File: src/rtl/portfolio_valuator.sv
// Purpose: values a latched 3-asset weight vector against each price tick (sum w*p) and its change vs the prior tick.
// Latency: accept at T, value_valid at T+N_ASSETS+1; one tick per N_ASSETS+2 cycles through one shared multiplier.
// Backpressure: price_ready is low until weights exist and while a tick is in flight; ticks are never queued.
module portfolio_valuator #(
    parameter int N_ASSETS = 3,
    parameter int WIDTH    = 16,
    parameter int ACC_W    = 34
) (
    input  logic                                 clk,
    input  logic                                 rst,
    input  logic                                 weights_valid,
    input  logic signed [N_ASSETS-1:0][WIDTH-1:0] weights,
    input  logic                                 price_valid,
    input  logic signed [N_ASSETS-1:0][WIDTH-1:0] prices,
    output logic                                 price_ready,
    output logic                                 value_valid,
    output logic signed [31:0]                   value,
    output logic signed [31:0]                   delta,
    output logic                                 first
);

    localparam int IDX_W = (N_ASSETS > 1) ? $clog2(N_ASSETS) : 1;
    localparam logic signed [ACC_W-1:0] MAX32 = ACC_W'(64'sh0000_0000_7FFF_FFFF);
    localparam logic signed [ACC_W-1:0] MIN32 = ACC_W'(-64'sh0000_0000_8000_0000);

    typedef enum logic [1:0] {NO_W, RDY, MAC, OUT} state_t;

    state_t                           state;
    logic [N_ASSETS-1:0][WIDTH-1:0]   pend_w;
    logic [N_ASSETS-1:0][WIDTH-1:0]   act_w;
    logic [N_ASSETS-1:0][WIDTH-1:0]   price_q;
    logic                             pend;
    logic                             has_prev;
    logic [IDX_W-1:0]                 idx;
    logic signed [ACC_W-1:0]          acc;
    logic signed [31:0]               prev;

    logic signed [2*WIDTH-1:0]        prod;
    logic signed [31:0]               value_nx;
    logic signed [ACC_W-1:0]          diff;
    logic signed [31:0]               delta_nx;

    function automatic logic signed [31:0] sat32(input logic signed [ACC_W-1:0] x);
        if (x > MAX32) begin
            sat32 = 32'sh7FFF_FFFF;
        end else if (x < MIN32) begin
            sat32 = 32'sh8000_0000;
        end else begin
            sat32 = x[31:0];
        end
    endfunction

    always_comb begin
        prod     = $signed(act_w[idx]) * $signed(price_q[idx]);
        value_nx = sat32(acc);
        // Difference taken at accumulator width so two saturated extremes cannot wrap.
        diff     = ACC_W'(value_nx) - ACC_W'(prev);
        delta_nx = sat32(diff);
    end

    always_ff @(posedge clk) begin
        if (rst) begin
            state       <= NO_W;
            price_ready <= 1'b0;
            value_valid <= 1'b0;
            value       <= '0;
            delta       <= '0;
            first       <= 1'b0;
            pend        <= 1'b0;
            pend_w      <= '0;
            act_w       <= '0;
            price_q     <= '0;
            has_prev    <= 1'b0;
            prev        <= '0;
            acc         <= '0;
            idx         <= '0;
        end else begin
            value_valid <= 1'b0;
            case (state)
                NO_W: begin
                    if (pend) begin
                        state       <= RDY;
                        price_ready <= 1'b1;
                    end
                end
                RDY: begin
                    if (price_valid) begin
                        price_ready <= 1'b0;
                        price_q     <= prices;
                        // Pending weights take over at a tick boundary and restart the delta baseline.
                        if (pend) begin
                            act_w    <= pend_w;
                            pend     <= 1'b0;
                            has_prev <= 1'b0;
                        end
                        acc   <= '0;
                        idx   <= '0;
                        state <= MAC;
                    end
                end
                MAC: begin
                    acc <= acc + ACC_W'(prod);
                    idx <= idx + 1'b1;
                    if (idx == IDX_W'(N_ASSETS - 1)) begin
                        state <= OUT;
                    end
                end
                OUT: begin
                    value <= value_nx;
                    if (has_prev) begin
                        delta <= delta_nx;
                        first <= 1'b0;
                    end else begin
                        delta <= '0;
                        first <= 1'b1;
                    end
                    prev        <= value_nx;
                    has_prev    <= 1'b1;
                    value_valid <= 1'b1;
                    price_ready <= 1'b1;
                    state       <= RDY;
                end
                default: begin
                    state       <= NO_W;
                    price_ready <= 1'b0;
                end
            endcase
            // Placed last so a pulse coinciding with an accept stays pending for the next tick.
            if (weights_valid) begin
                pend_w <= weights;
                pend   <= 1'b1;
            end
        end
    end

endmodule

File: config.mk
export PLATFORM = sky130hd
export DESIGN_NAME = portfolio_valuator
export DESIGN_NICKNAME = d
export VERILOG_FILES = /design/src/rtl/portfolio_valuator.sv
export SDC_FILE = /design/constraint.sdc
export NUM_CORES = 1
export LEC_CHECK = 0
export CORE_MARGIN = 8
export CORE_UTILIZATION = 25
export CTS_BUF_LIST = sky130_fd_sc_hd__clkbuf_2
export DETAILED_ROUTE_END_ITERATION = 10
export HOLD_SLACK_MARGIN = 0.15
export SLEW_MARGIN = 20
export SYNTH_ARGS = -nofsm -noshare
export SYNTH_HDL_FRONTEND = slang
export SYNTH_SLANG_ARGS = --single-unit
File: constraint.sdc
create_clock -name clk -period 7.7 [get_ports clk]
set_clock_uncertainty 0.2 [all_clocks]
set_input_delay 0.77 -clock clk [delete_from_list [all_inputs] [get_ports clk]]
set_output_delay 0.77 -clock clk [all_outputs]
set_load 0.1 [all_outputs]
==> metrics, run 1 <==
Die H ~320 µm; routed vias 18700; GRT Util Overall 0.135; Max IR drop VDD 0.000283 V; CP startpoint idx[1]; largest net degree at the start of global routing a little under 100; Post-DRT Antenna Nets 0; outcome completed; GP Congestion ~0.9; Critical Path RT roughly 8.4 ns; Placed Area 26000 µm²; largest family of logic cells by synthesized area adder cells; final hold vios 0; Post-synth EDFFs 0; sequential area share after synthesis 0.221; core area between 90000 and 100000 µm²; minimum hold slack approximately 0.20 ns; CTS max path bufs 3; Unique masters post-synth 67; Residual DRC 0; total congestion overflow 0; asr flop ratio synth 0; register bit total from synthesis about 250; Post-Synth Simple-Gate Area 0.141; Final nets ~3500; vias in the first global route approximately 20000; # rows 110; CTS clk-pin slew, worst paths about 0.12 ns; fillers 9578; endpoints failing setup 0; WL/cell between 15 and 20 µm; ys flop type dfxtp_1; DIE WIDTH ~320 µm; Post-CTS Setup Bufs 0; FF-to-FF path depth 24; Tcrit/Tclk final 0.956; FMAX 0.136 GHz; Register Area 5030 µm²; largest cells by area after synthesis fa_1 (27%), dfxtp_1 (22%), ha_1 (7.8%), inv_1 (6.5%), nand2_1 (6.3%); Max Slew Vio Count 0; CP arrival ~8.1 ns; CP Max Fanout 31; worst min path class flop to flop; share of layout cells above drive strength 1 0.0748; max cap viols 0; Min-Delay Startpoint pend_w[29]; crit end category flop; mux share of post-synthesis cell area 0.0523; Leak between 10 and 15 nW; worst skew pair latency between 1 and 1.5 ns; Avg Vias per Cell about 4.5; Starting Density 0.252; cell count after synthesis about 2600; Reg2Reg Launch Point idx[1]; CTS sink cnt roughly 250; Yosys warnings 0; dominant cell type by area after synthesis fa_1; initial antenna violation count 2; CTS tree yes; DP HPWL roughly 55000 µm; Synthesized Nets 3196; CTS root buf clkbuf_2; area occupied by multi-input gates between 15000 and 20000 µm²; reg2reg setup slack 0.34 ns; Synth Area in Adders 0.347; Total Wirelength around 68000 µm; Min Clock Period, post-route roughly 7.4 ns; Worst Hold End act_w[29]; number of DRC markers in iteration 0 between 1000 and 1500; I/O Buffers approximately 170; Synth top area share 0.269; Slew @ Worst Pin 1.12 ns; Num CTS Buffers 70; Syn Area/Cell approximately 8.6 µm²; Startpoint Class flop; Post-Layout Inst Area about 27000 µm²; Worst Setup Path Type flop to flop; synth cell count leaders inv_1 (394), nand2_1 (379), nor2_1 (342); Synth Area in Compound Gates 0.128; Worst slew margin 0.251; hold depth 2; Layout area overhead 20.5%; Pre-antenna DRT Iters 5; CTS HTree Levels 3; Cell Area, Synth between 20000 and 25000 µm²; reg2reg end acc[32]; first-pass GRT wire length 110000 µm; Post-Synth XOR/XNOR Area 0.0231; die footprint between 100000 and 150000 µm²; top-count cell post-synth inv_1; # IOs between 150 and 200; P per Cell Area 182 nW/µm²
## critical path, cell delays in order (launching register included)
cell	delay (ns)
dfxtp_4	0.49
buf_12	0.25
mux2i_1	0.34
o22ai_1	0.13
buf_4	0.20
nand2_1	0.09
fa_1	0.45
fa_1	0.54
fa_1	0.52
inv_1	0.06
fa_1	0.52
fa_1	0.51
inv_1	0.07
fa_1	0.54
inv_1	0.04
ha_1	0.37
a21o_1	0.22
a31oi_1	0.13
o21ai_0	0.19
a41oi_2	0.28
o21ai_0	0.19
a41o_1	0.32
a211oi_2	0.22
mux2_2	0.35
nand3_1	0.06
## where the power goes
group          switching [W]  leakage, nW  internal, W
Clock               0.000597        0.485     0.000416
Sequential         0.0000543         2.04      0.00137
Combinational        0.00162         9.97     0.000947
## per-layer routing
layer | wire, µm | global-route usage | vias up
met2 | 30700 | 0.216 | 522
met4 | 1910 | 0.0404 | 0
met5 | 0 | 0 | -
met3 | 3660 | 0.0236 | 107
li1 | - | - | 8993
met1 | 31900 | 0.185 | 9117
## cells by family (layout without fill, tap and decap cells)
kind of cell | count (synthesis) | count (layout)
and+or+nand+nor | 800 | 800
AOI/OAI and AO/OA | 453 | 453
other | 0 | 4
buffers and inverters | 521 | 826
DFF | 251 | 251
adders and majority gates | 447 | 447
muxes | 117 | 117
xor gates and xnor gates | 60 | 60
## layout by cell type (no fill, tap or decap), types with 5 or more instances in the layout
master,n
a21o_1,49
dlygate4sd3_1,72
xnor2_1,43
mux2i_1,113
nand4_1,7
clkbuf_2,100
ha_1,140
nor2_1,337
a221oi_2,5
o22a_1,5
o21a_1,8
nand3_1,9
buf_4,67
nor2_2,5
inv_1,394
and2_1,10
dfxtp_1,249
a21oi_1,184
a31oi_1,7
nand2b_1,15
and3_1,10
nand2_1,378
o211ai_1,5
a22o_1,31
o21ai_1,15
nor3_1,7
clkinv_1,13
xor2_1,17
o21bai_1,10
a211oi_1,18
nor2b_1,6
o31ai_1,9
clkdlybuf4s50_1,164
o21ai_0,41
a22oi_1,20
o22ai_1,9
fa_1,306
## per-stage QoR
step | instances | setup WS [ns] | TNS [ns] | power, W | utilization
4_1_cts | 4130 | 0.165 | 0 | 0.00501 | 0.303
3_5_place_dp | 3936 | 0.232 | 0 | 0.00392 | 0.288
6_report | 4134 | 0.342 | 0 | 0.00500 | 0.304
3_3_place_gp | 3936 | 0.317 | 0 | 0.00393 | 0.288
5_1_grt | 4134 | -0.0151 | -0.0226 | 0.00535 | 0.304
2_1_floorplan | 2649 | 0.310 | 0 | 0.00327 | -
## flip-flops by register name (all words and copies together) (netlist names)
register / count
has_prev: 1
first: 1
delta: 32
value_valid: 1
pend_w: 48
acc: 34
price_ready: 1
act_w: 48
price_q: 48
pend: 1
prev: 32
state: 2
idx: 2
## what timing repair did
action	4_1_cts	5_1_grt
setup endpoints to repair	0	7
endpoints found under the hold margin	118	0
gates resized for setup	0	18
hold buffers	72	0
## cell type report
| type | count | area share |
|---|---|---|
| Antenna cell | 4 | 0.000365 |
| Clock buffer | 100 | 0.0183 |
| Clock inverter | 22 | 0.00534 |
| Inverter | 394 | 0.0540 |
| Multi-Input combinational cell | 1877 | 0.577 |
| Sequential cell | 251 | 0.184 |
| Tap cell | 1176 | 0.0537 |
| Timing Repair Buffer | 310 | 0.108 |
## worst max path at each step
stage	endpoint	slack, ns	depth (start not counted)
2_1_floorplan	acc[32]	0.31	26
3_3_place_gp	acc[32]	0.32	24
3_5_place_dp	acc[32]	0.23	24
4_1_cts	acc[32]	0.17	24
5_1_grt	acc[30]	-0.02	28
6_report	acc[32]	0.34	24
Power figures use the tool's default switching activity.
==> run 2, diff against run 1 <==
--- a/config.mk
+++ b/config.mk
@@ -5,11 +5,11 @@
 export SDC_FILE = /design/constraint.sdc
 export NUM_CORES = 1
 export LEC_CHECK = 0
-export CORE_MARGIN = 8
-export CORE_UTILIZATION = 25
+export CORE_UTILIZATION = 56
 export CTS_BUF_LIST = sky130_fd_sc_hd__clkbuf_2
 export DETAILED_ROUTE_END_ITERATION = 10
 export HOLD_SLACK_MARGIN = 0.15
+export PLACE_DENSITY = 0.8
 export SLEW_MARGIN = 20
 export SYNTH_ARGS = -nofsm -noshare
 export SYNTH_HDL_FRONTEND = slang
==> run 2 against run 1 <==
  * Cell area shrank 3.9%
  * Worst hold slack better by 0.017 ns
  * Global-route usage grew 18 points
  * Routed wire length down 8.1%
  * Count of clock-buffer cells in the layout rose by 2
  * Register-to-register slack got worse by 0.09 ns
  * Flip-flop and latch count did not move
  * Cell count shrank 16%
  * Combinational power down 4%
  * Die area shrank 59%
  * Largest cell class unchanged
  * Largest power group unchanged
==> metrics, run 2 (same netlist as run 1, synthesis figures left out) <==
CP arrival 8.17 ns (+0.11 ns); commonest non-fill, non-tap cell in the layout inv_1; Reg2Reg Launch Point idx[1]; Startpoint Class flop; Slew @ Worst Pin 1.11 ns (-0.0111 ns); Worst Path Buf+Inv 6 (+1); most frequent cells in the layout inv_1 (394), nand2_1 (379), nor2_1 (339), fa_1 (306), dfxtp_1 (250); Residual DRC 0 (unchanged); crit end category flop; setup ws final 0.249 ns (-0.0931 ns); Layout area overhead 15.8%; GRT Util Overall 0.316 (+0.181); Crit path max-delay family adder cells; Top Registers act_w x48, pend_w x48, price_q x48; Critical Path RT 8.42 ns (+0.02 ns); Post-DRT Antenna Nets 0 (unchanged); die footprint 41400 µm² (-59%); Final nets 3436 (-0.43%); CTS root buf clkbuf_2; CTS tree yes; Die H 204 µm (-36%); crit-path most repeated cell fa_1; Total Wirelength 62600 µm (-8.1%); # rows 73 (-34%); non-filler cells, final 3462 (-16%); DIE WIDTH 204 µm (-36%); Tcrit/Tclk final 0.968 (+0.0121); routed wl met2 29100 µm (-5.3%); fillers 3189 (-67%); CTS HTree Levels 3 (unchanged); Num CTS Buffers 69 (-1.4%); worst skew pair latency 0.98 ns (-0.04 ns); first-pass GRT wire length 103000 µm (-6.9%); Worst path depth 25 (+4.2%); DP HPWL 49000 µm (-10%); core area 39900 µm² (-56%); routed vias 19000 (+1.3%); Sum Neg Setup Slack 0 ns (unchanged); FMAX 0.134 GHz (-1.3%); met1 wire length 27200 µm (-15%); Worst path slowest cell fa_1; final hold vios 0 (unchanged); number of DRC markers in iteration 0 1119 (-1.2%); WL/cell 18.1 µm (+9.7%); reg2reg end acc[32]; placed cell count 3278 (-17%); Leak 12.4 nW (-0.70%); Starting Density 0.570 (+0.317); FF-to-FF path depth 25 (+4.2%); Worst Setup Path Type flop to flop; Met3 Wirelength 4410 µm (+21%); Setup crit end acc[32]; max cap viols 0 (unchanged); Max Slew Vio Count 0 (unchanged); I/O Buffers 166 (unchanged); top routing layer in use met4; delay of the slowest critical-path stage 0.54 ns (about the same); total congestion overflow 0 (unchanged); outcome completed; # IOs 167 (unchanged); endpoints failing setup 0 (unchanged); Place WS -0.0388 ns (-0.271 ns); worst min path class input pin to flop; largest net degree at the start of global routing 111 (+13%); Avg Vias per Cell 5.48 (+21%); Max IR drop VDD 0.000665 V (+130%); Worst slew margin 0.260 (+0.00973); reg2reg setup slack 0.25 ns (-0.09 ns); Min Clock Period, post-route 7.45 ns (+0.0931 ns); CP startpoint idx[1]; CTS clk-pin slew, worst paths 0.11 ns (about the same); share of layout cells above drive strength 1 0.0709 (-0.00394); CTS sink cnt 251 (unchanged); Pre-antenna DRT Iters 6 (+1); CTS max path bufs 3 (unchanged); P per Cell Area 182 nW/µm² (-0.23%); Min-Delay Startpoint prices[45]; vias in the first global route 19900 (+1.9%); CP Max Fanout 17 (-45%); GP Congestion 1.01 (+9.8%); initial antenna violation count 1 (-1)
run 2: cell types whose count changed in the layout (fill, tap and decap cells not counted), sizes merged:
cell,before,now
dlygate4sd3,72,59
inv,396,397
buf,74,73
bufinv,2,0
diode,4,2
clkbuf,100,102
clkinv,16,11
clkinvlp,2,1
run 2: metrics by stage:
step / area (µm²) / power, W / hold WS [ns] / util
after floorplan: 22700 / 0.00327 / 0.231 / -
after global placement: 25100 / 0.00378 / 0.245 / 0.629
after detailed placement: 25100 / 0.00379 / 0.248 / 0.629
after CTS: 26300 / 0.00476 / 0.152 / 0.658
after global routing: 26300 / 0.00510 / 0.167 / 0.660
final: 26300 / 0.00479 / 0.218 / 0.660
run 2: area by class of cell:
| cell class | instances | area [µm²] | area share |
|---|---|---|---|
| Sequential cell | 251 | 5030 | 0.191 |
| Antenna cell | 2 | 5.00 | 0.000190 |
| Clock inverter | 15 | 63.8 | 0.00242 |
| Clock buffer | 102 | 510 | 0.0194 |
| Timing Repair Buffer | 296 | 2830 | 0.107 |
| Inverter | 394 | 1480 | 0.0562 |
| Multi-Input combinational cell | 1877 | 15800 | 0.599 |
| Tap cell | 525 | 657 | 0.0249 |
run 2: worst min-delay path by stage:
stage | end | cells past startpoint
4_1_cts | price_q[45] | 3
3_5_place_dp | act_w[36] | 2
3_3_place_gp | price_q[31] | 2
2_1_floorplan | act_w[0] | 2
6_report | price_q[45] | 3
5_1_grt | price_q[17] | 3
run 2: worst register-to-register path, cell delays in order (launching register included):
cell and delay [ns]:
dfxtp_4 0.48, buf_12 0.19, buf_12 0.17, mux2i_1 0.31, o22ai_1 0.12, buf_4 0.19
nand2_1 0.10, fa_1 0.44, fa_1 0.53, fa_1 0.53, inv_1 0.06, fa_1 0.49
fa_1 0.53, inv_1 0.07, fa_1 0.54, inv_1 0.04, ha_1 0.37, a21o_1 0.22
a31oi_1 0.14, o21ai_0 0.18, a41oi_2 0.28, o21ai_0 0.20, a41o_1 0.33, a211oi_1 0.30
mux2_2 0.37, nand3_1 0.07
run 2: routing by layer:
layer	GRT usage	up-vias
met5	0	-
met4	0.116	0
met3	0.0668	131
met2	0.514	650
met1	0.415	9252
li1	-	8950
run 2: timing repair:
item	CTS	global route
setup buffers	0	5
endpoints found under the hold margin	99	0
hold buffers	59	0
resized for setup	1	5
cloned	0	0
endpoints found under the setup margin	1	8
run 2: power breakdown:
group          switching [W]  leakage, nW  total (W)  internal [W]
clock network       0.000570        0.461   0.000921      0.000351
registers          0.0000535         2.04    0.00142       0.00137
logic                0.00151         9.91    0.00245      0.000944
total                0.00213         12.4    0.00479       0.00266
==> run 3, diff against run 2 <==
--- a/config.mk
+++ b/config.mk
@@ -5,11 +5,12 @@
 export SDC_FILE = /design/constraint.sdc
 export NUM_CORES = 1
 export LEC_CHECK = 0
+export ABC_AREA = 1
 export CORE_UTILIZATION = 56
 export CTS_BUF_LIST = sky130_fd_sc_hd__clkbuf_2
 export DETAILED_ROUTE_END_ITERATION = 10
 export HOLD_SLACK_MARGIN = 0.15
-export PLACE_DENSITY = 0.8
+export PLACE_DENSITY = 0.79
 export SLEW_MARGIN = 20
 export SYNTH_ARGS = -nofsm -noshare
 export SYNTH_HDL_FRONTEND = slang
==> run 3 against run 2 <==
  * Flip-flop and latch count unchanged
  * Cell count grew 18%
  * Die area is 4.7% higher
  * Count of clock-buffer cells in the layout is 8 lower
  * Via count increased by 14%
  * Synthesized cell count rose by 24%
  * First-iteration DRC count grew 30%
  * Utilization down 1.0 points
  * Cell area up 3.5%
  * Register-to-register slack improved by 0.29 ns
  * Highest routed layer unchanged
==> metrics, run 3 <==
largest net degree at the start of global routing 150 (+35%); core area 41900 µm² (+5.1%); commonest non-fill, non-tap cell in the layout nand2_1; fillers 3677 (+15%); minimum hold slack 0.236 ns (+0.0185 ns); sequential area share after synthesis 0.211 (-0.0100); top-count cell post-synth nand2_1; synth cell count leaders nand2_1 (737), inv_1 (658), nor2_1 (329); Min Clock Period, post-route 7.16 ns (-0.295 ns); CP arrival 7.75 ns (-0.42 ns); Critical Path RT 8.30 ns (-0.12 ns); worst-path cell chain inv_2, buf_4, nor2_1, o21ai_1, buf_4, nand2_1, fa_1, inv_1, fa_1, fa_1, fa_1, fa_1, inv_1, fa_1, inv_1, ha_1, a21o_1, a21oi_1, o21ai_0, a21oi_1, nand2_1, or2_2, nand3_1, a21oi_1; Cell Area, Synth 23800 µm² (+4.8%); CTS root buf clkbuf_2; total congestion overflow 0 (unchanged); routed vias 21600 (+14%); worst skew pair latency 1.01 ns (+0.03 ns); Max Slew Vio Count 0 (unchanged); Worst Hold End pend_w[44]; Num CTS Buffers 71 (+2.9%); RSZ-0062 raised after global routing no; Tcrit/Tclk final 0.929 (-0.0383); # rows 75 (+2.7%); delay of the slowest critical-path stage 0.63 ns (+0.09 ns); final hold vios 0 (unchanged); Sum Neg Setup Slack 0 ns (unchanged); Layout area overhead 14.4%; crit end category flop; GRT Util Overall 0.320 (+0.00372); Top Registers act_w x48, pend_w x48, price_q x48; DIE WIDTH 208 µm (+2.3%); CP Max Fanout 22 (+5); Min-Delay Startpoint weights[44]; Startpoint Class flop; die footprint 43400 µm² (+4.7%); Die H 208 µm (+2.3%); crit-path most repeated cell fa_1; cell count after synthesis 3276 (+24%); Yosys warnings 0 (unchanged); CTS clk-pin slew, worst paths 0.09 ns (-0.02 ns); CTS tree yes; dominant cell type by area after synthesis fa_1; FF-to-FF path depth 24 (-4.0%); most frequent cells in the layout nand2_1 (737), inv_1 (656), nor2_1 (329), fa_1 (306), o21ai_0 (252); Avg Vias per Cell 5.28 (-3.6%); GP Congestion 0.952 (-5.4%); ys flop type dfxtp_1; post-CTS resize count 0 (-1); initial antenna violation count 1 (unchanged); Final nets 4047 (+18%); Post-DRT Antenna Nets 0 (unchanged); Reg2Reg Launch Point idx[0]; I/O Buffers 166 (unchanged); Unique masters post-synth 45 (-33%); Starting Density 0.568 (-0.00183); Syn Area/Cell 7.27 µm² (-15%); Worst path slowest cell o21ai_1; Synthesized Nets 3823 (+20%); Post-synth EDFFs 0 (unchanged); reg2reg setup slack 0.54 ns (+0.29 ns); number of DRC markers in iteration 0 1450 (+30%); Worst Path Buf+Inv 6 (unchanged); worst min path class input pin to flop; endpoints failing setup 0 (unchanged); largest cells by area after synthesis fa_1 (26%), dfxtp_1 (21%), nand2_1 (12%), inv_1 (10%), ha_1 (7.4%); reg2reg end acc[24]; # IOs 167 (unchanged); CTS HTree Levels 3 (unchanged); asr flop ratio synth 0 (unchanged); outcome completed; Synth top area share 0.257 (-0.0122); CTS sink cnt 251 (unchanged); max cap viols 0 (unchanged); vias in the first global route 22500 (+13%); first-pass GRT wire length 111000 µm (+8.2%); CTS max path bufs 3 (unchanged); hold depth 3 (unchanged); Residual DRC 0 (unchanged); DP HPWL 52200 µm (+6.4%); share of layout cells above drive strength 1 0.0568 (-0.0141); Total Wirelength 66300 µm (+5.9%); register bit total from synthesis 251 (unchanged); WL/cell 16.2 µm (-10%); Crit path max-delay family adder cells; Pre-antenna DRT Iters 6 (unchanged); FMAX 0.140 GHz (+4.1%); Worst slew margin 0.281 (+0.0203); Slew @ Worst Pin 1.08 ns (-0.0304 ns); Worst Setup Path Type flop to flop
-- run 3: cell types whose count changed in the layout (fill, tap and decap cells not counted), moves of 31 or more --
cell     previous run  this run
o21ai_0            41       252
mux2i_1           114         0
xnor2_1            43         5
nand3_1             9        72
a21o_1             49         5
nand2_1           379       737
a22o_1             31         0
inv_1             394       656
a21oi_1           185       232
-- run 3: kinds of logic after synthesis --
kind of cell / after synthesis / share of synthesized area
AO/OA/AOI/OAI: 543 / 0.118
XOR/XNOR: 29 / 0.0107
adder cells (fa/ha/maj): 447 / 0.331
buffers and inverters: 805 / 0.129
flip-flops: 251 / 0.211
AND/OR/NAND/NOR: 1201 / 0.201
-- run 3: worst max path at each step --
stage          startpoint      end  slack, ns  depth (start not counted)
2_1_floorplan      idx[1]  acc[31]       1.15                         27
3_3_place_gp       idx[0]  acc[33]       0.71                         27
3_5_place_dp       idx[0]  acc[24]       0.64                         24
4_1_cts            idx[0]  acc[24]       0.68                         24
5_1_grt            idx[1]  acc[26]       0.28                         28
6_report           idx[0]  acc[24]       0.54                         24
-- run 3: tightest hold or removal path, stage by stage --
cell and delay [ns]:
clkdlybuf4s50_1 0.41, nor2_1 0.12, nor2_1 0.05
-- run 3: repair_timing --
action | in CTS | in global routing
hold buffers | 71 | 0
endpoints found under the hold margin | 78 | 0
setup endpoints to repair | 0 | 0
setup buffers | 0 | 0
-- run 3: per-layer routing --
metal,up-vias,track usage,routed length [µm]
met5,-,0,0
met3,182,0.0536,4110
li1,10400,-,-
met4,0,0.142,2570
met1,10200,0.403,27800
met2,747,0.540,31800
-- run 3: final cells by class --
cell class	count	area, µm²	area share
clock buffer	94	470	0.0173
tap	539	674	0.0247
clock inverter	19	96.3	0.00354
multi-input combinational	2220	15700	0.577
inverter	672	2520	0.0927
antenna	1	2.50	0.0000918
timing repair buffer	284	2730	0.100
sequential	251	5020	0.184
-- run 3: stage by stage --
| stage | util | std cells | instance area (µm²) | setup slack [ns] |
|---|---|---|---|---|
| final | 0.650 | 4080 | 27300 | 0.544 |
| after detailed placement | 0.619 | 3895 | 26000 | 0.645 |
| after CTS | 0.650 | 4079 | 27200 | 0.678 |
| after global routing | 0.650 | 4080 | 27300 | 0.277 |
| after floorplan | - | 3276 | 23800 | 1.15 |
| after global placement | 0.619 | 3895 | 26000 | 0.706 |
Power of run 3 is left out: the tool's default activity adds up to more than one toggle a clock period on the data nets, which glitch-free logic cannot reach.
